**src/rtl/uart_tx_buffered.sv**
```systemverilog
// ---------------------------------------------------------------------------
// uart_tx_buffered
//
// 8N1 UART transmitter fed by a byte FIFO. A producer pushes bytes with a
// valid/ready handshake; the serializer pops them in order and sends each one
// as a start bit, eight data bits LSB first and a stop bit, every bit lasting
// CLKS_PER_BIT clocks. Frames are sent back to back while the FIFO holds data.
//
// Parameters
//   CLKS_PER_BIT : clock cycles per serial bit (>= 2)
//   FIFO_DEPTH   : byte FIFO entries (power of 2, >= 2)
//
// Ports
//   i_clk    : clock, everything on the rising edge
//   i_rst    : synchronous active-high reset
//   i_wdata  : byte offered by the producer
//   i_wvalid : producer has a byte on i_wdata
//   o_wready : a byte can be accepted this cycle (FIFO not full, not in reset)
//   o_tx     : registered serial line, idle high
//   o_busy   : FIFO non-empty or a frame in progress
//   o_level  : current FIFO occupancy
// ---------------------------------------------------------------------------
module uart_tx_buffered #(
    parameter int CLKS_PER_BIT = 434,
    parameter int FIFO_DEPTH   = 16
) (
    input  logic                        i_clk,
    input  logic                        i_rst,
    input  logic [7:0]                  i_wdata,
    input  logic                        i_wvalid,
    output logic                        o_wready,
    output logic                        o_tx,
    output logic                        o_busy,
    output logic [$clog2(FIFO_DEPTH):0] o_level
);

    localparam int PTR_W = $clog2(FIFO_DEPTH);
    localparam int LVL_W = PTR_W + 1;
    localparam int CNT_W = $clog2(CLKS_PER_BIT);

    localparam logic [LVL_W-1:0] LVL_FULL = LVL_W'(FIFO_DEPTH);
    localparam logic [CNT_W-1:0] CNT_LAST = CNT_W'(CLKS_PER_BIT - 1);

    typedef enum logic [1:0] {
        IDLE,
        START,
        DATA,
        STOP
    } state_t;

    // FIFO storage and pointers
    logic [7:0]       mem_q [FIFO_DEPTH];
    logic [PTR_W-1:0] wr_ptr_q, wr_ptr_d;
    logic [PTR_W-1:0] rd_ptr_q, rd_ptr_d;
    logic [LVL_W-1:0] level_q, level_d;

    // Serializer
    state_t           state_q;
    logic [CNT_W-1:0] cnt_q;
    logic [2:0]       bit_q;
    logic [7:0]       shift_q;
    logic             tx_q;

    logic             push;
    logic             pop;
    logic             bit_done;
    logic [7:0]       head;

    assign o_wready = !i_rst && (level_q < LVL_FULL);
    assign push     = i_wvalid && o_wready;
    assign bit_done = (cnt_q == CNT_LAST);
    assign head     = mem_q[rd_ptr_q];

    // A pop happens when the serializer wants a new byte: straight from IDLE,
    // or on the last cycle of STOP so consecutive frames have no idle gap.
    // The empty test uses the occupancy before this edge's push, so a byte
    // pushed on the same edge is never the one popped.
    assign pop = (level_q != '0) &&
                 ((state_q == IDLE) || ((state_q == STOP) && bit_done));

    assign o_tx    = tx_q;
    assign o_level = level_q;
    assign o_busy  = (state_q != IDLE) || (level_q != '0);

    // -----------------------------------------------------------------------
    // FIFO bookkeeping
    // -----------------------------------------------------------------------
    always_comb begin
        // NOTE: every next-state signal gets a default first, so no path
        // through the block leaves it unassigned and no latch is inferred.
        wr_ptr_d = wr_ptr_q;
        rd_ptr_d = rd_ptr_q;
        level_d  = level_q;

        // Pointers wrap naturally because FIFO_DEPTH is a power of two.
        if (push) begin
            wr_ptr_d = wr_ptr_q + 1'b1;
        end
        if (pop) begin
            rd_ptr_d = rd_ptr_q + 1'b1;
        end

        case ({push, pop})
            2'b10:   level_d = level_q + 1'b1;
            2'b01:   level_d = level_q - 1'b1;
            default: level_d = level_q;
        endcase
    end

    always_ff @(posedge i_clk) begin
        // NOTE: sequential state is updated with non-blocking assignments so
        // every register samples the values from before this edge.
        if (i_rst) begin
            wr_ptr_q <= '0;
            rd_ptr_q <= '0;
            level_q  <= '0;
        end else begin
            wr_ptr_q <= wr_ptr_d;
            rd_ptr_q <= rd_ptr_d;
            level_q  <= level_d;
        end
    end

    // NOTE: the storage array is deliberately not reset; clearing the
    // pointers and level already makes its contents unreachable.
    always_ff @(posedge i_clk) begin
        if (push) begin
            mem_q[wr_ptr_q] <= i_wdata;
        end
    end

    // -----------------------------------------------------------------------
    // Serializer FSM, o_tx registered
    // -----------------------------------------------------------------------
    always_ff @(posedge i_clk) begin
        if (i_rst) begin
            state_q <= IDLE;
            cnt_q   <= '0;
            bit_q   <= '0;
            shift_q <= '0;
            tx_q    <= 1'b1;
        end else begin
            case (state_q)
                IDLE: begin
                    cnt_q <= '0;
                    bit_q <= '0;
                    tx_q  <= 1'b1;
                    if (pop) begin
                        shift_q <= head;
                        tx_q    <= 1'b0;
                        state_q <= START;
                    end
                end

                START: begin
                    if (bit_done) begin
                        cnt_q   <= '0;
                        bit_q   <= '0;
                        tx_q    <= shift_q[0];
                        state_q <= DATA;
                    end else begin
                        cnt_q <= cnt_q + 1'b1;
                    end
                end

                DATA: begin
                    if (bit_done) begin
                        cnt_q <= '0;
                        if (bit_q == 3'd7) begin
                            tx_q    <= 1'b1;
                            state_q <= STOP;
                        end else begin
                            // The line shows shift_q[0]; the next bit is [1].
                            bit_q   <= bit_q + 1'b1;
                            shift_q <= shift_q >> 1;
                            tx_q    <= shift_q[1];
                        end
                    end else begin
                        cnt_q <= cnt_q + 1'b1;
                    end
                end

                STOP: begin
                    if (bit_done) begin
                        cnt_q <= '0;
                        bit_q <= '0;
                        if (pop) begin
                            shift_q <= head;
                            tx_q    <= 1'b0;
                            state_q <= START;
                        end else begin
                            tx_q    <= 1'b1;
                            state_q <= IDLE;
                        end
                    end else begin
                        cnt_q <= cnt_q + 1'b1;
                    end
                end

                default: begin
                    cnt_q   <= '0;
                    bit_q   <= '0;
                    tx_q    <= 1'b1;
                    state_q <= IDLE;
                end
            endcase
        end
    end

endmodule

```
**config.mk**
```make
export PLATFORM = sky130hd
export DESIGN_NAME = uart_tx_buffered
export DESIGN_NICKNAME = d
export VERILOG_FILES = /design/src/rtl/uart_tx_buffered.sv
export SDC_FILE = /design/constraint.sdc
export NUM_CORES = 1
export LEC_CHECK = 0
export ABC_CLOCK_PERIOD_IN_PS = 3700
export CAP_MARGIN = 5
export CORE_ASPECT_RATIO = 1.25
export CORE_MARGIN = 1.5
export CORE_UTILIZATION = 40
export DETAILED_ROUTE_END_ITERATION = 7
export SYNTH_ARGS = -nofsm -noshare
export SYNTH_HDL_FRONTEND = slang
export SYNTH_SLANG_ARGS = --single-unit
```
**constraint.sdc**
```tcl
create_clock -name i_clk -period 3.7 [get_ports i_clk]
set_clock_uncertainty 0.15 [all_clocks]
set_input_delay 0.74 -clock i_clk [delete_from_list [all_inputs] [get_ports i_clk]]
set_output_delay 0.74 -clock i_clk [all_outputs]
set_load 0.05 [all_outputs]
```
# After elaboration in Yosys (flattened, before gate mapping)
# Memories as Yosys holds them, arrays and structs flattened. A register that Yosys moved wholly into a read port is not among the register bits.
# Index checks and enable logic that the tools add are counted.
[word_totals]
mem_bits_rw = 128
reg_bits = 36
n_memories = 1
output_inout_bits = 8
input_bits = 11
elab_cells = 77
[op_classes]
mux = 29
magnitude_cmp = 1
n_eq_ne = 14
reduce_logical = 18
addsub = 6
[mem_list]
columns = ["memory", "words", "width", "rd", "rd_clocked_by_memory_dff", "wr", "line_no", "rtl"]
rows = [
  ["mem_q", 16, 8, 1, 1, 1, "52", "logic [7:0] mem_q [FIFO_DEPTH];"],
]
[ops]
columns = ["operator", "count"]
rows = [
  ["$mux 8", 4],
  ["$pmux 8 s3", 1],
  ["$pmux 9 s2", 1],
  ["$ne 2x2->1 const B", 6],
  ["$mux 2", 5],
  ["$pmux 5 s2", 1],
  ["$add 9x1->9 const B", 1],
  ["$eq 9x9->1 const B", 1],
  ["$mux 3", 3],
  ["$mux 9", 1],
  ["$pmux 3 s3", 1],
  ["$add 4x1->4 const B", 2],
  ["$mux 1", 8],
  ["$mux 4", 2],
  ["$pmux 2 s4", 1],
  ["$eq 2x2->1 const B", 3],
  ["$reduce_and 3->1", 2],
  ["$add 5x1->5 const B", 1],
  ["$lt 5x5->1 const B", 1],
  ["$reduce_and 5->1", 1],
  ["$reduce_bool 5->1", 1],
  ["$sub 5x1->5 const B", 1],
  ["$eq 2x1->1 const B", 2],
  ["$logic_and 1x1->1", 4],
  ["12 further kinds", 14],
]

# Logic depth before layout (Yosys ltp)
# Gate-level depths: netlist (run 1).
[depth]
depth_word = 7
ltp_mapped = 14
depth_no_buf = 13

# Least setup slack after synthesis (run 1)
# Ideal clock, no wire load.
[synth_timing]
kind = "input-to-reg"
from = "in i_rst"
to = "reg level_q[4], in the netlist o_level[4]"
n_path_buf = 2
required_ns = 3.479
path_stages = 13
arrival_time_ns = 3.563
setup_ns = 0.071
slack_ns = -0.084
path_cell_list = "nor2_1 > and2_1 > clkbuf_1 > inv_1 > ha_1 > buf_2 > xor2_1 > ha_1 > a21o_1 > a22oi_1 > o221a_2 > or3_1 > a21oi_1"
[synth_via]
elab_chain_len = 5
word_cells_on_any_way = 7
cone_classes = "eq/ne (2); mux (1); reduce/logical (4)"
[synth_rtl]
columns = ["item", "line_no", "rtl"]
rows = [
  ["start: declaration", "28", "input logic i_rst,"],
  ["$logic_not 1->1", "69", "assign o_wready = !i_rst && (level_q < LVL_FULL);"],
  ["$logic_and 1x1->1", "69", ""],
  ["$logic_and 1x1->1", "70", "assign push = i_wvalid && o_wready;"],
  ["$eq 2x1->1 / $eq 2x2->1 (equally long branches)", "103", "case ({push, pop})"],
  ["$pmux 5 s2 / $reduce_bool 2->1 (equally long branches)", "n/a", ""],
  ["end signal: assignment", "120", "level_q <= level_d;"],
  ["end: declaration", "55", "logic [LVL_W-1:0] level_q, level_d;"],
]
# Several ways; a longest one is shown, not always the timed one.
# A chain may end at the register's enable or synchronous reset.

# Worst setup path after layout (run 1)
[layout_timing]
from = "reg cnt_q[0]"
to = "reg level_q[4], in the netlist o_level[4]"
[layout_via]
elab_chain_len = 6
word_cells_on_any_way = 8
cone_classes = "eq/ne (3); mux (1); reduce/logical (4)"
[layout_rtl]
columns = ["item", "line_no", "rtl"]
rows = [
  ["start: declaration", "59", "logic [CNT_W-1:0] cnt_q;"],
  ["start signal: assignment", "162", "cnt_q <= cnt_q + 1'b1;"],
  ["start signal: assignment", "179", "cnt_q <= cnt_q + 1'b1;"],
  ["start signal: assignment", "196", "cnt_q <= cnt_q + 1'b1;"],
  ["$eq 9x9->1 *", "71", "assign bit_done = (cnt_q == CNT_LAST);"],
  ["$logic_and 1x1->1 *", "79", "((state_q == IDLE) || ((state_q == STOP) && bit_done));"],
  ["$logic_or 1x1->1 *", "79", ""],
  ["$logic_and 1x1->1 *", "78", "assign pop = (level_q != '0) &&"],
  ["$eq 2x1->1 / $eq 2x2->1 (equally long branches)", "103", ""],
  ["$pmux 5 s2 / $reduce_bool 2->1 (equally long branches)", "n/a", ""],
]
# Every way passes the cells marked *; elsewhere a longest branch is shown, timed or not.

==> impl_results.html, run 1 <==
<table>
<tr><th>Metric</th><th>Value</th></tr>
<tr><th colspan="2">Outcome</th></tr>
<tr><td>Status</td><td>finished clean</td></tr>
<tr><th colspan="2">Floorplan</th></tr>
<tr><td>Number of rows in the core area</td><td>54</td></tr>
<tr><td>Total core area</td><td>0.01757 sq mm</td></tr>
<tr><td>Floorplan die width</td><td>123.1 microns</td></tr>
<tr><td>I/O pins</td><td>19</td></tr>
<tr><td>Height of the chip</td><td>153.2 microns</td></tr>
<tr><td>Die Footprint</td><td>0.01886 sq mm</td></tr>
<tr><td>Starting density of the core</td><td>41.07%</td></tr>
<tr><th colspan="2">Timing</th></tr>
<tr><td>RSZ-0062 raised after global routing</td><td>false</td></tr>
<tr><td>Final setup violating endpoints</td><td>0</td></tr>
<tr><td>Relative slew slack</td><td>32.10%</td></tr>
<tr><td>Highest clock frequency the design can meet</td><td>323.7 MHz</td></tr>
<tr><td>Number of max-slew violations in the final report</td><td>0</td></tr>
<tr><td>Final Hold Viols</td><td>0</td></tr>
<tr><td>Final worst-path cycle share</td><td>83.51%</td></tr>
<tr><td>Least-Margin Pin Slew</td><td>1.017 ns</td></tr>
<tr><td>Total negative slack for setup checks</td><td>0 ns</td></tr>
<tr><td>Minimum hold slack</td><td>0.3187 ns</td></tr>
<tr><td>Final period demand of the worst path</td><td>3.090 ns</td></tr>
<tr><th colspan="2">Detailed routing</th></tr>
<tr><td>Number of remaining DRC errors</td><td>0</td></tr>
<tr><td>Final wirelength</td><td>13820 microns</td></tr>
<tr><td>Final routed wire length divided by cell count</td><td>19.04 microns</td></tr>
<tr><td>Via count normalized by instance count</td><td>5.302</td></tr>
<tr><td>Vias after detailed routing</td><td>3849</td></tr>
<tr><td>Detailed router's first-iteration violation count</td><td>253</td></tr>
<tr><td>Number of search-and-repair iterations in the first detailed-routing pass</td><td>5</td></tr>
<tr><td>Detail Route Antenna Nets</td><td>0</td></tr>
<tr><th colspan="2">GRT</th></tr>
<tr><td>Pin count of the biggest net entering global routing</td><td>31</td></tr>
<tr><td>Vias in the first global route</td><td>4040</td></tr>
<tr><td>First-pass GRT wire length</td><td>21660 microns</td></tr>
<tr><td>Initial antenna violation count</td><td>0</td></tr>
<tr><td>Global route overflow</td><td>0</td></tr>
<tr><td>Total routing usage reported by global routing</td><td>15.60%</td></tr>
<tr><th colspan="2">Yosys</th></tr>
<tr><td>Proportion of synthesized flip-flops having asynchronous set or reset</td><td>0%</td></tr>
<tr><td>Synth warnings</td><td>0</td></tr>
<tr><td>Post-Syn Nets</td><td>481</td></tr>
<tr><td>Synthesized flop and latch total</td><td>168</td></tr>
<tr><td>Netlist area before placement</td><td>0.007214 sq mm</td></tr>
<tr><td>Most repeated cell in the gate-level netlist after synthesis</td><td>edfxtp_1</td></tr>
<tr><td>Ranking of synthesized cells by area</td><td>edfxtp_1 53%, dfxtp_1 11%, mux4_1 6.6%</td></tr>
<tr><td>Largest area contributor in the netlist</td><td>edfxtp_1</td></tr>
<tr><td>Post-Synthesis Cells</td><td>452</td></tr>
<tr><td>Portion of synthesized cell area occupied by the leading cell type</td><td>53.28%</td></tr>
<tr><td>Number of synthesized flops with an enable pin</td><td>128</td></tr>
<tr><td>Synth Flop Type</td><td>edfxtp_1</td></tr>
<tr><td>Distinct cell type count of the synthesized netlist</td><td>58</td></tr>
<tr><td>Post-synth top cells</td><td>128 x edfxtp_1, 62 x nor2_1, 40 x dfxtp_1, 18 x ha_1, 18 x mux4_1</td></tr>
<tr><td>Post-synthesis average cell area</td><td>15.96 sq um</td></tr>
<tr><td>Sequential area share after synthesis</td><td>64.38%</td></tr>
<tr><th colspan="2">Layout</th></tr>
<tr><td>Synthesis-to-layout area growth</td><td>13.49%</td></tr>
<tr><td>Number of nets in the layout</td><td>518</td></tr>
<tr><td>Fraction of layout cells with a size suffix above 1</td><td>17.53%</td></tr>
<tr><td>Filler Cell Count</td><td>1522</td></tr>
<tr><td>Post-route insts no fill</td><td>726</td></tr>
<tr><td>N_diodes</td><td>0</td></tr>
<tr><td>Share of the core filled with cells in the final layout</td><td>46.61%</td></tr>
<tr><th colspan="2">Power and ir drop</th></tr>
<tr><td>Lkg Pwr</td><td>2.746 nW</td></tr>
<tr><td>Share of power burned in the clock network</td><td>30.0%</td></tr>
<tr><td>Internal Pwr Total</td><td>0.003751 W</td></tr>
<tr><td>Register share of total power</td><td>42.6%</td></tr>
<tr><td>Switch share</td><td>30.95%</td></tr>
<tr><td>Pwr Total</td><td>0.005432 W</td></tr>
<tr><td>Combinational power share</td><td>27.4%</td></tr>
<tr><td>Switching pwr</td><td>0.001681 W</td></tr>
<tr><td>Worst ir drop on vdd</td><td>0.3775 mV</td></tr>
<tr><td>Cell area power density</td><td>663.4 mW/mm^2</td></tr>
<tr><th colspan="2">Worst setup path</th></tr>
<tr><td>Largest incremental delay on the critical path</td><td>0.38 ns</td></tr>
<tr><td>Worst path bufs/invs</td><td>0</td></tr>
<tr><td>CP Launch Type</td><td>flip-flop</td></tr>
<tr><td>Worst-path fanout max</td><td>5</td></tr>
<tr><td>Cell class contributing the biggest share of worst-path delay</td><td>compound AO/OA/AOI/OAI gates</td></tr>
<tr><td>CP Class</td><td>reg2reg</td></tr>
<tr><td>Endpoint type of the worst setup path</td><td>flip-flop</td></tr>
<tr><td>Crit path cell chain</td><td>ha_1 -&gt; and4b_1 -&gt; and3_2 -&gt; o21a_1 -&gt; ha_1 -&gt; xor2_1 -&gt; ha_1 -&gt; a21o_1 -&gt; a22oi_1 -&gt; o221a_2 -&gt; or3_1 -&gt; a21oi_1</td></tr>
<tr><td>Worst endpoint required time</td><td>3.90 ns</td></tr>
<tr><td>Most common cell on crit path</td><td>ha_1</td></tr>
<tr><td>Library cell contributing the largest single delay on the critical path</td><td>dfxtp_1</td></tr>
<tr><td>Crit path DAT</td><td>3.29 ns</td></tr>
<tr><th colspan="2">Clock network</th></tr>
<tr><td>Post CTS Setup Buffer Count</td><td>0</td></tr>
<tr><td>Post-CTS Hold Buffers</td><td>0</td></tr>
<tr><td>Buffer depth of the longest clock path</td><td>2</td></tr>
<tr><td>Clock root buffer master</td><td>clkbuf_16</td></tr>
<tr><td>H-tree lvl count</td><td>4</td></tr>
<tr><td>CTS tree</td><td>built</td></tr>
<tr><td>CTS clock-pin slew for the worst setup and hold paths</td><td>0.07 ns</td></tr>
<tr><td>Insertion delay of the later-clocked pin in the worst-skew pair</td><td>0.42 ns</td></tr>
<tr><td>TritonCTS sink count</td><td>168</td></tr>
<tr><td>CTS resizes</td><td>0</td></tr>
<tr><td>Inserted Clock Buffers</td><td>17</td></tr>
<tr><th colspan="2">Place</th></tr>
<tr><td>Final weighted congestion in routability-driven placement</td><td>0.7594</td></tr>
<tr><td>HPWL after detailed placement</td><td>9148 microns</td></tr>
<tr><td>Inst Count DP</td><td>694</td></tr>
<tr><td>Buffers added on ports</td><td>18</td></tr>
<tr><th colspan="2">Run</th></tr>
<tr><td>Max-Cap Viols</td><td>0</td></tr>
<tr><th colspan="2">Hold path</th></tr>
<tr><td>Hold crit path type</td><td>reg2reg</td></tr>
</table>
[power by group through the flow]
stage / combinational, W / sequential, W / clock [W]
finish: 0.00149 / 0.00231 / 0.00163
global route: 0.00163 / 0.00234 / 0.00174
CTS: 0.00150 / 0.00232 / 0.00166
detailed placement: 0.00149 / 0.00236 / 0
global placement: 0.00147 / 0.00236 / 0
floorplan: 0.00123 / 0.00231 / 0
[final timing paths]
kind / slack, ns / cells past startpoint / start / to
max: 0.61 / 12 / cnt_q[0] / o_level[4]
min: 0.32 / 1 / cnt_q[0] / cnt_q[0]
max reg2reg: 0.61 / 12 / cnt_q[0] / o_level[4]
min reg2reg: 0.32 / 1 / cnt_q[0] / cnt_q[0]
[cell usage in the layout (no fill, tap or decap), types with 3 or more instances in the layout]
cell type,n
nand3_1,6
edfxtp_1,128
clkbuf_16,17
xor2_1,8
nand2_1,13
o21ai_0,7
dfxtp_1,39
clkinv_2,3
clkdlybuf4s50_1,17
or3_1,5
nor2_1,61
a22oi_1,3
ha_1,18
o211a_1,3
mux2i_1,17
a211oi_1,5
mux4_1,18
a211oi_2,10
inv_1,7
xnor2_1,7
a21oi_1,8
clkinv_1,3
buf_4,23
mux4_2,14
clkinv_4,3
nand2b_1,4
nor3_1,9
[final cells by class]
type | count | area (sq um) | share of cell area, %
sequential | 168 | 4646 | 56.74
multi-input combinational | 254 | 2335 | 28.51
clock buffer | 19 | 432.9 | 5.287
timing repair buffer | 41 | 362.8 | 4.432
tap | 224 | 280.3 | 3.423
clock inverter | 13 | 105.1 | 1.284
inverter | 7 | 26.28 | 0.3209
[flip-flops by register name (all words and copies together) (netlist names), named ones only]
register	count
o_tx	1
rd_ptr_q	4
mem_q	128
wr_ptr_q	4
shift_q	8
bit_q	3
cnt_q	9
state_q	2
o_level	5
[routing by layer]
metal	up-vias	share of wire, %	GRT usage [%]
met4	0	1.8	6.459
met1	1952	43	18.84
met5	-	0	0
li1	1823	-	-
met3	18	2.5	3.284
met2	56	53	26.85
[worst register-to-register path, delay by kind of cell (launching register included)]
| family | cells | cell delay (ns) |
|---|---|---|
| fa+ha+maj | 3 | 0.62 |
| compound gates | 5 | 0.88 |
| xor+xnor | 1 | 0.15 |
| flops | 1 | 0.38 |
| simple gates | 3 | 0.83 |
[through the flow]
step                      setup slack, ns  area, sq um
after global routing               0.3761         8188
after global placement             0.4301         7650
after detailed placement           0.3836         7650
after floorplan                    0.1804         7217
final                              0.6102         8188
after CTS                          0.6067         8188
[kinds of logic (layout without fill, tap and decap cells)]
| kind of cell | count (synthesis) | count (layout) | synth area share, % |
|---|---|---|---|
| compound gates | 53 | 53 | 6.122 |
| xor+xnor | 15 | 15 | 1.821 |
| fa+ha+maj | 18 | 18 | 3.122 |
| buf+inv | 30 | 80 | 3.295 |
| flops | 168 | 168 | 64.38 |
| mux | 50 | 50 | 13.44 |
| simple gates | 118 | 118 | 7.822 |
Note: power is estimated with default switching activity, not from simulation.
==> inputs of run 2 (changes only) <==
--- a/config.mk
+++ b/config.mk
@@ -5,7 +5,7 @@
 export SDC_FILE = /design/constraint.sdc
 export NUM_CORES = 1
 export LEC_CHECK = 0
-export ABC_CLOCK_PERIOD_IN_PS = 3700
+export ABC_CLOCK_PERIOD_IN_PS = 2720
 export CAP_MARGIN = 5
 export CORE_ASPECT_RATIO = 1.25
 export CORE_MARGIN = 1.5
==> constraint.sdc (replaced) <==
create_clock -name i_clk -period 2.72 [get_ports i_clk]
set_clock_uncertainty 0.15 [all_clocks]
set_input_delay 0.544 -clock i_clk [delete_from_list [all_inputs] [get_ports i_clk]]
set_output_delay 0.544 -clock i_clk [all_outputs]
set_load 0.05 [all_outputs]
==> impl_results.html, run 2 (synthesis results as in run 1) <==
<table>
<tr><th>Metric</th><th>Value</th></tr>
<tr><th colspan="2">Place</th></tr>
<tr><td>HPWL after detailed placement</td><td>9346 microns</td></tr>
<tr><td>Buffers added on ports</td><td>18</td></tr>
<tr><td>Final weighted congestion in routability-driven placement</td><td>0.7615</td></tr>
<tr><td>Pre-CTS setup slack</td><td>-0.2969 ns</td></tr>
<tr><th colspan="2">Timing</th></tr>
<tr><td>Final worst-path cycle share</td><td>100.1%</td></tr>
<tr><td>Relative slew slack</td><td>53.44%</td></tr>
<tr><td>Final setup violating endpoints</td><td>1</td></tr>
<tr><td>Final Hold Viols</td><td>0</td></tr>
<tr><td>Final period demand of the worst path</td><td>2.723 ns</td></tr>
<tr><td>Number of max-slew violations in the final report</td><td>0</td></tr>
<tr><td>Least-Margin Pin Slew</td><td>0.6985 ns</td></tr>
<tr><td>Setup slack of the critical path after layout</td><td>-0.002740 ns</td></tr>
<tr><td>Highest clock frequency the design can meet</td><td>367.3 MHz</td></tr>
<tr><td>Total negative slack for setup checks</td><td>-0.002740 ns</td></tr>
<tr><td>RSZ-0062 raised after global routing</td><td>true</td></tr>
<tr><th colspan="2">Detailed routing</th></tr>
<tr><td>Final wirelength</td><td>14200 microns</td></tr>
<tr><td>Final routed wire length divided by cell count</td><td>18.91 microns</td></tr>
<tr><td>Number of search-and-repair iterations in the first detailed-routing pass</td><td>4</td></tr>
<tr><td>Number of remaining DRC errors</td><td>0</td></tr>
<tr><td>Detailed router's first-iteration violation count</td><td>242</td></tr>
<tr><td>Via count normalized by instance count</td><td>5.264</td></tr>
<tr><td>Vias after detailed routing</td><td>3953</td></tr>
<tr><td>Detail Route Antenna Nets</td><td>0</td></tr>
<tr><th colspan="2">Worst setup path</th></tr>
<tr><td>Crit path DAT</td><td>2.93 ns</td></tr>
<tr><td>Largest incremental delay on the critical path</td><td>0.33 ns</td></tr>
<tr><td>CP Class</td><td>reg2reg</td></tr>
<tr><td>Most common cell on crit path</td><td>ha_4</td></tr>
<tr><td>Reg2reg end</td><td>o_level[4]</td></tr>
<tr><td>Worst R2R Start</td><td>cnt_q[1]</td></tr>
<tr><td>Worst endpoint required time</td><td>2.92 ns</td></tr>
<tr><td>Worst-path fanout max</td><td>3</td></tr>
<tr><td>Worst setup slack for register-to-register paths</td><td>-0.003 ns</td></tr>
<tr><td>FF-to-FF path depth</td><td>13</td></tr>
<tr><td>Endpoint type of the worst setup path</td><td>flip-flop</td></tr>
<tr><td>Crit path cell chain</td><td>inv_2 -&gt; ha_4 -&gt; and4b_1 -&gt; and3_4 -&gt; o21a_4 -&gt; ha_4 -&gt; xor2_1 -&gt; ha_2 -&gt; a21o_1 -&gt; a22oi_2 -&gt; o221a_2 -&gt; or3_1 -&gt; a21oi_1</td></tr>
<tr><td>Library cell contributing the largest single delay on the critical path</td><td>dfxtp_2</td></tr>
<tr><td>CP Launch Type</td><td>flip-flop</td></tr>
<tr><th colspan="2">Clock network</th></tr>
<tr><td>Inserted Clock Buffers</td><td>17</td></tr>
<tr><td>TritonCTS sink count</td><td>168</td></tr>
<tr><td>Post-CTS Hold Buffers</td><td>0</td></tr>
<tr><td>Insertion delay of the later-clocked pin in the worst-skew pair</td><td>0.42 ns</td></tr>
<tr><td>CTS clock-pin slew for the worst setup and hold paths</td><td>0.07 ns</td></tr>
<tr><td>CTS tree</td><td>built</td></tr>
<tr><td>H-tree lvl count</td><td>4</td></tr>
<tr><td>Buffer depth of the longest clock path</td><td>2</td></tr>
<tr><td>Clock root buffer master</td><td>clkbuf_16</td></tr>
<tr><th colspan="2">Outcome</th></tr>
<tr><td>Violations in the final reports</td><td>negative setup slack</td></tr>
<tr><td>Status</td><td>complete, but fails checks</td></tr>
<tr><th colspan="2">GRT</th></tr>
<tr><td>Total routing usage reported by global routing</td><td>16.41%</td></tr>
<tr><td>First-pass GRT wire length</td><td>22650 microns</td></tr>
<tr><td>Global route overflow</td><td>0</td></tr>
<tr><td>Pin count of the biggest net entering global routing</td><td>31</td></tr>
<tr><td>Initial antenna violation count</td><td>0</td></tr>
<tr><td>Vias in the first global route</td><td>4124</td></tr>
<tr><th colspan="2">Power and ir drop</th></tr>
<tr><td>Worst ir drop on vdd</td><td>0.5169 mV</td></tr>
<tr><td>Lkg Pwr</td><td>2.916 nW</td></tr>
<tr><td>Cell area power density</td><td>923.0 mW/mm^2</td></tr>
<tr><th colspan="2">Hold path</th></tr>
<tr><td>Hold path startpoint</td><td>shift_q[0]</td></tr>
<tr><td>Worst hold path endpoint</td><td>shift_q[0]</td></tr>
<tr><td>Hold crit path type</td><td>reg2reg</td></tr>
<tr><td>Hold Path Depth</td><td>1</td></tr>
<tr><th colspan="2">Floorplan</th></tr>
<tr><td>Height of the chip</td><td>153.2 microns</td></tr>
<tr><td>Total core area</td><td>0.01757 sq mm</td></tr>
<tr><td>Floorplan die width</td><td>123.1 microns</td></tr>
<tr><td>Die Footprint</td><td>0.01886 sq mm</td></tr>
<tr><td>I/O pins</td><td>19</td></tr>
<tr><td>Starting density of the core</td><td>41.07%</td></tr>
<tr><td>Number of rows in the core area</td><td>54</td></tr>
<tr><th colspan="2">Layout</th></tr>
<tr><td>Commonest cells after routing, fill and taps aside</td><td>128 x edfxtp_1, 61 x nor2_1, 45 x buf_4</td></tr>
<tr><td>Synthesis-to-layout area growth</td><td>18.31%</td></tr>
<tr><td>Register name with the most flops</td><td>mem_q</td></tr>
<tr><td>Flip-flop count of the largest register, all copies and words added</td><td>128</td></tr>
<tr><td>Number of nets in the layout</td><td>543</td></tr>
<tr><td>Sequential Area</td><td>0.004652 sq mm</td></tr>
<tr><td>N_diodes</td><td>0</td></tr>
<tr><td>Fraction of layout cells with a size suffix above 1</td><td>25.05%</td></tr>
<tr><td>Multi-input gate area in the final layout</td><td>0.002390 sq mm</td></tr>
<tr><td>Largest registers</td><td>mem_q: 128 flops, cnt_q: 9 flops, shift_q: 8 flops</td></tr>
<tr><td>Most common library cell in the layout ignoring fill and taps</td><td>edfxtp_1</td></tr>
<tr><td>Filler Cell Count</td><td>1499</td></tr>
<tr><th colspan="2">Run</th></tr>
<tr><td>Max-Cap Viols</td><td>0</td></tr>
</table>
run 2: where the power goes:
part           internal, W  total [W]  switching (W)
sequential         0.00291    0.00305       0.000135
combinational      0.00114    0.00242        0.00127
clock              0.00138    0.00241        0.00104
run 2: worst max-delay path by stage:
stage,slack [ns],from,end,depth (start not counted)
after floorplan,-0.23,i_rst,o_level[4],13
after global placement,-0.26,i_rst,o_level[4],12
after detailed placement,-0.30,i_rst,o_level[4],12
after CTS,-0.03,cnt_q[1],o_level[4],13
after global routing,-0.13,cnt_q[1],o_level[4],13
final,-0.003,cnt_q[1],o_level[4],13
run 2: final cells by class:
class	count	share of cell area, %
Tap cell	224	3.283
Sequential cell	168	54.50
Inverter	7	0.3078
Clock inverter	14	1.876
Clock buffer	18	5.028
Multi-Input combinational cell	254	28.00
Timing Repair Buffer	66	7.007
run 2: metal layers:
| layer | track usage (%) | vias to the layer above | wire length [microns] |
|---|---|---|---|
| met5 | 0 | - | 0 |
| met4 | 6.513 | 0 | 257 |
| met3 | 3.582 | 16 | 415 |
| met2 | 28.04 | 55 | 7444 |
| met1 | 20.03 | 2003 | 6084 |
| li1 | - | 1879 | - |
run 2: worst max-delay path: cells and delay by family (launching register included):
family          cells  cell delay, ns
compound gates      5            0.80
simple gates        3            0.66
fa+ha+maj           3            0.52
flops               1            0.33
xor+xnor            1            0.16
buf+inv             1            0.04
run 2: timing repair:
| action | in CTS | in global routing |
|---|---|---|
| resized for setup | 6 | 2 |
| buffers inserted | 0 | 1 |
| setup endpoints to repair | 2 | 2 |
| pin swaps | 5 | 3 |
run 2: metrics by stage:
step                utilization, %  total power, W  cell area, sq um  hold slack, ns  std cells
finish                       48.59        0.007878              8536          0.3328        751
global route                 48.59        0.008271              8536          0.3575        751
CTS                          48.50        0.007937              8519          0.3343        750
detailed placement           44.99        0.005488              7903          0.3173        718
global placement             44.99        0.005451              7903          0.3090        718
floorplan                        -        0.004875              7258          0.2834        452
==> inputs of run 3 (changes only) <==
--- a/config.mk
+++ b/config.mk
@@ -7,7 +7,6 @@
 export LEC_CHECK = 0
 export ABC_CLOCK_PERIOD_IN_PS = 2720
 export CAP_MARGIN = 5
-export CORE_ASPECT_RATIO = 1.25
 export CORE_MARGIN = 1.5
 export CORE_UTILIZATION = 40
 export DETAILED_ROUTE_END_ITERATION = 7
==> impl_results.html, run 3 (synthesis results as in run 1) <==
<table>
<tr><th>Metric</th><th>Value</th></tr>
<tr><th colspan="2">Worst setup path</th></tr>
<tr><td>Worst R2R Start</td><td>cnt_q[1]</td></tr>
<tr><td>Crit path cell chain</td><td>inv_2 -&gt; ha_4 -&gt; and4b_1 -&gt; and3_4 -&gt; o21a_4 -&gt; ha_4 -&gt; xor2_1 -&gt; ha_2 -&gt; a21o_1 -&gt; a22oi_1 -&gt; o221a_2 -&gt; or3_1 -&gt; a21oi_1</td></tr>
<tr><td>CP Class</td><td>reg2reg</td></tr>
<tr><td>Endpoint type of the worst setup path</td><td>flip-flop</td></tr>
<tr><td>Worst endpoint required time</td><td>2.93 ns</td></tr>
<tr><td>Largest incremental delay on the critical path</td><td>0.33 ns</td></tr>
<tr><td>FF-to-FF path depth</td><td>13</td></tr>
<tr><td>Most common cell on crit path</td><td>ha_4</td></tr>
<tr><td>Crit path DAT</td><td>2.95 ns</td></tr>
<tr><td>Library cell contributing the largest single delay on the critical path</td><td>dfxtp_2</td></tr>
<tr><td>Worst setup slack for register-to-register paths</td><td>-0.02 ns</td></tr>
<tr><td>Worst-path fanout max</td><td>3</td></tr>
<tr><td>Reg2reg end</td><td>o_level[4]</td></tr>
<tr><td>CP Launch Type</td><td>flip-flop</td></tr>
<tr><th colspan="2">Layout</th></tr>
<tr><td>Flip-flop count of the largest register, all copies and words added</td><td>128</td></tr>
<tr><td>Synthesis-to-layout area growth</td><td>18.09%</td></tr>
<tr><td>Register name with the most flops</td><td>mem_q</td></tr>
<tr><td>Share of the core filled with cells in the final layout</td><td>48.75%</td></tr>
<tr><td>N_diodes</td><td>0</td></tr>
<tr><td>Largest registers</td><td>mem_q: 128 flops, cnt_q: 9 flops, shift_q: 8 flops</td></tr>
<tr><td>Post-route insts no fill</td><td>748</td></tr>
<tr><td>Finished Cell Area</td><td>0.008519 sq mm</td></tr>
<tr><td>Most common library cell in the layout ignoring fill and taps</td><td>edfxtp_1</td></tr>
<tr><td>Filler Cell Count</td><td>1462</td></tr>
<tr><td>Fraction of layout cells with a size suffix above 1</td><td>24.47%</td></tr>
<tr><td>Number of nets in the layout</td><td>540</td></tr>
<tr><td>Commonest cells after routing, fill and taps aside</td><td>128 x edfxtp_1, 61 x nor2_1, 43 x buf_4</td></tr>
<tr><th colspan="2">Clock network</th></tr>
<tr><td>CTS clock-pin slew for the worst setup and hold paths</td><td>0.07 ns</td></tr>
<tr><td>Inserted Clock Buffers</td><td>17</td></tr>
<tr><td>H-tree lvl count</td><td>4</td></tr>
<tr><td>CTS tree</td><td>built</td></tr>
<tr><td>Post-CTS Hold Buffers</td><td>0</td></tr>
<tr><td>Clock root buffer master</td><td>clkbuf_16</td></tr>
<tr><td>Insertion delay of the later-clocked pin in the worst-skew pair</td><td>0.43 ns</td></tr>
<tr><td>TritonCTS sink count</td><td>168</td></tr>
<tr><td>Buffer depth of the longest clock path</td><td>2</td></tr>
<tr><td>Post CTS Setup Buffer Count</td><td>0</td></tr>
<tr><th colspan="2">Floorplan</th></tr>
<tr><td>Die Footprint</td><td>0.01885 sq mm</td></tr>
<tr><td>Starting density of the core</td><td>41.28%</td></tr>
<tr><td>Total core area</td><td>0.01748 sq mm</td></tr>
<tr><td>Number of rows in the core area</td><td>48</td></tr>
<tr><td>Height of the chip</td><td>137.3 microns</td></tr>
<tr><td>Floorplan die width</td><td>137.3 microns</td></tr>
<tr><td>I/O pins</td><td>19</td></tr>
<tr><th colspan="2">Hold path</th></tr>
<tr><td>Hold crit path type</td><td>reg2reg</td></tr>
<tr><td>Hold Path Depth</td><td>1</td></tr>
<tr><td>Worst hold path endpoint</td><td>shift_q[0]</td></tr>
<tr><td>Hold path startpoint</td><td>shift_q[0]</td></tr>
<tr><th colspan="2">Detailed routing</th></tr>
<tr><td>Number of remaining DRC errors</td><td>0</td></tr>
<tr><td>Detailed router's first-iteration violation count</td><td>237</td></tr>
<tr><td>Final wirelength</td><td>14240 microns</td></tr>
<tr><td>Number of search-and-repair iterations in the first detailed-routing pass</td><td>4</td></tr>
<tr><td>Final routed wire length divided by cell count</td><td>19.03 microns</td></tr>
<tr><td>Vias after detailed routing</td><td>3952</td></tr>
<tr><td>Via count normalized by instance count</td><td>5.283</td></tr>
<tr><td>Detail Route Antenna Nets</td><td>0</td></tr>
<tr><th colspan="2">Place</th></tr>
<tr><td>Buffers added on ports</td><td>18</td></tr>
<tr><td>Inst Count DP</td><td>717</td></tr>
<tr><td>Final weighted congestion in routability-driven placement</td><td>0.8039</td></tr>
<tr><td>HPWL after detailed placement</td><td>9135 microns</td></tr>
<tr><td>Placed Instance Area</td><td>0.007876 sq mm</td></tr>
<tr><th colspan="2">Timing</th></tr>
<tr><td>Final setup violating endpoints</td><td>1</td></tr>
<tr><td>Least-Margin Pin Slew</td><td>0.6709 ns</td></tr>
<tr><td>Final Hold Viols</td><td>0</td></tr>
<tr><td>Highest clock frequency the design can meet</td><td>364.4 MHz</td></tr>
<tr><td>Final period demand of the worst path</td><td>2.744 ns</td></tr>
<tr><td>Setup slack of the critical path after layout</td><td>-0.02434 ns</td></tr>
<tr><td>Relative slew slack</td><td>55.27%</td></tr>
<tr><td>Final worst-path cycle share</td><td>100.9%</td></tr>
<tr><td>Number of max-slew violations in the final report</td><td>0</td></tr>
<tr><td>RSZ-0062 raised after global routing</td><td>true</td></tr>
<tr><th colspan="2">Outcome</th></tr>
<tr><td>Status</td><td>complete, but fails checks</td></tr>
<tr><td>Violations in the final reports</td><td>negative setup slack</td></tr>
<tr><th colspan="2">Power and ir drop</th></tr>
<tr><td>Share of power burned in the clock network</td><td>31.6%</td></tr>
<tr><td>Combinational power share</td><td>29.9%</td></tr>
<tr><td>Switch share</td><td>30.94%</td></tr>
<tr><td>Pwr Total</td><td>0.007963 W</td></tr>
<tr><td>Register share of total power</td><td>38.5%</td></tr>
<tr><td>Switching pwr</td><td>0.002464 W</td></tr>
<tr><td>Lkg Pwr</td><td>2.910 nW</td></tr>
<tr><td>Worst ir drop on vdd</td><td>0.6790 mV</td></tr>
<tr><td>Cell area power density</td><td>934.7 mW/mm^2</td></tr>
<tr><td>Internal Pwr Total</td><td>0.005499 W</td></tr>
<tr><th colspan="2">GRT</th></tr>
<tr><td>First-pass GRT wire length</td><td>22590 microns</td></tr>
<tr><td>Pin count of the biggest net entering global routing</td><td>31</td></tr>
<tr><td>Global route overflow</td><td>0</td></tr>
<tr><td>Vias in the first global route</td><td>4159</td></tr>
<tr><td>Initial antenna violation count</td><td>0</td></tr>
<tr><td>Total routing usage reported by global routing</td><td>16.57%</td></tr>
<tr><th colspan="2">Run</th></tr>
<tr><td>Max-Cap Viols</td><td>0</td></tr>
</table>
## run 3: stage by stage
| stage | hold slack (ns) | setup TNS (ns) | setup slack [ns] |
|---|---|---|---|
| 6_report | 0.3395 | -0.02434 | -0.02434 |
| 3_5_place_dp | 0.3240 | -0.4672 | -0.3019 |
| 3_3_place_gp | 0.3093 | -0.3660 | -0.2527 |
| 2_1_floorplan | 0.2834 | -0.2338 | -0.2338 |
| 5_1_grt | 0.3642 | -0.1485 | -0.1485 |
| 4_1_cts | 0.3407 | -0.04777 | -0.04777 |
## run 3: timing repair
item | in CTS | in global routing
cloned | 0 | 0
endpoints found under the setup margin | 2 | 2
pin swaps | 6 | 2
resized for setup | 6 | 1
## run 3: power by group through the flow
stage                     registers (W)  logic [W]  clock network, W
final                           0.00306    0.00238           0.00252
after global routing            0.00309    0.00260           0.00268
after CTS                       0.00306    0.00238           0.00257
after detailed placement        0.00312    0.00235                 0
after global placement          0.00311    0.00231                 0
after floorplan                 0.00315    0.00172                 0
## run 3: critical path, delay by kind of cell (launching register included)
family / cells / cell delay (ns)
flops: 1 / 0.33
buf+inv: 1 / 0.04
simple gates: 3 / 0.66
compound gates: 5 / 0.82
xor+xnor: 1 / 0.15
fa+ha+maj: 3 / 0.52
## run 3: how the worst max path moves through the flow
stage,start,to
after floorplan,i_rst,o_level[4]
after global placement,i_rst,o_level[4]
after detailed placement,i_rst,o_level[4]
after CTS,cnt_q[1],o_level[4]
after global routing,cnt_q[1],o_level[4]
final,cnt_q[1],o_level[4]
## run 3: final cells by class
type	count	area (sq um)	share of cell area (%)
inverter	7	26.28	0.3084
sequential	168	4652	54.60
timing repair buffer	63	563.0	6.609
clock inverter	14	186.4	2.188
clock buffer	17	425.4	4.993
tap	225	281.5	3.304
multi-input combinational	254	2385	27.99
## run 3: layer usage
metal  share of wire [%]  routed length (microns)  track usage, %  vias up
li1                    -                        -               -     1872
met1                  45                     6360           20.66     1972
met2                  49                     6958           28.00       89
met3                 4.9                      698           4.231       19
met4                 1.5                      218           5.906        0
met5                   0                        0               0        -
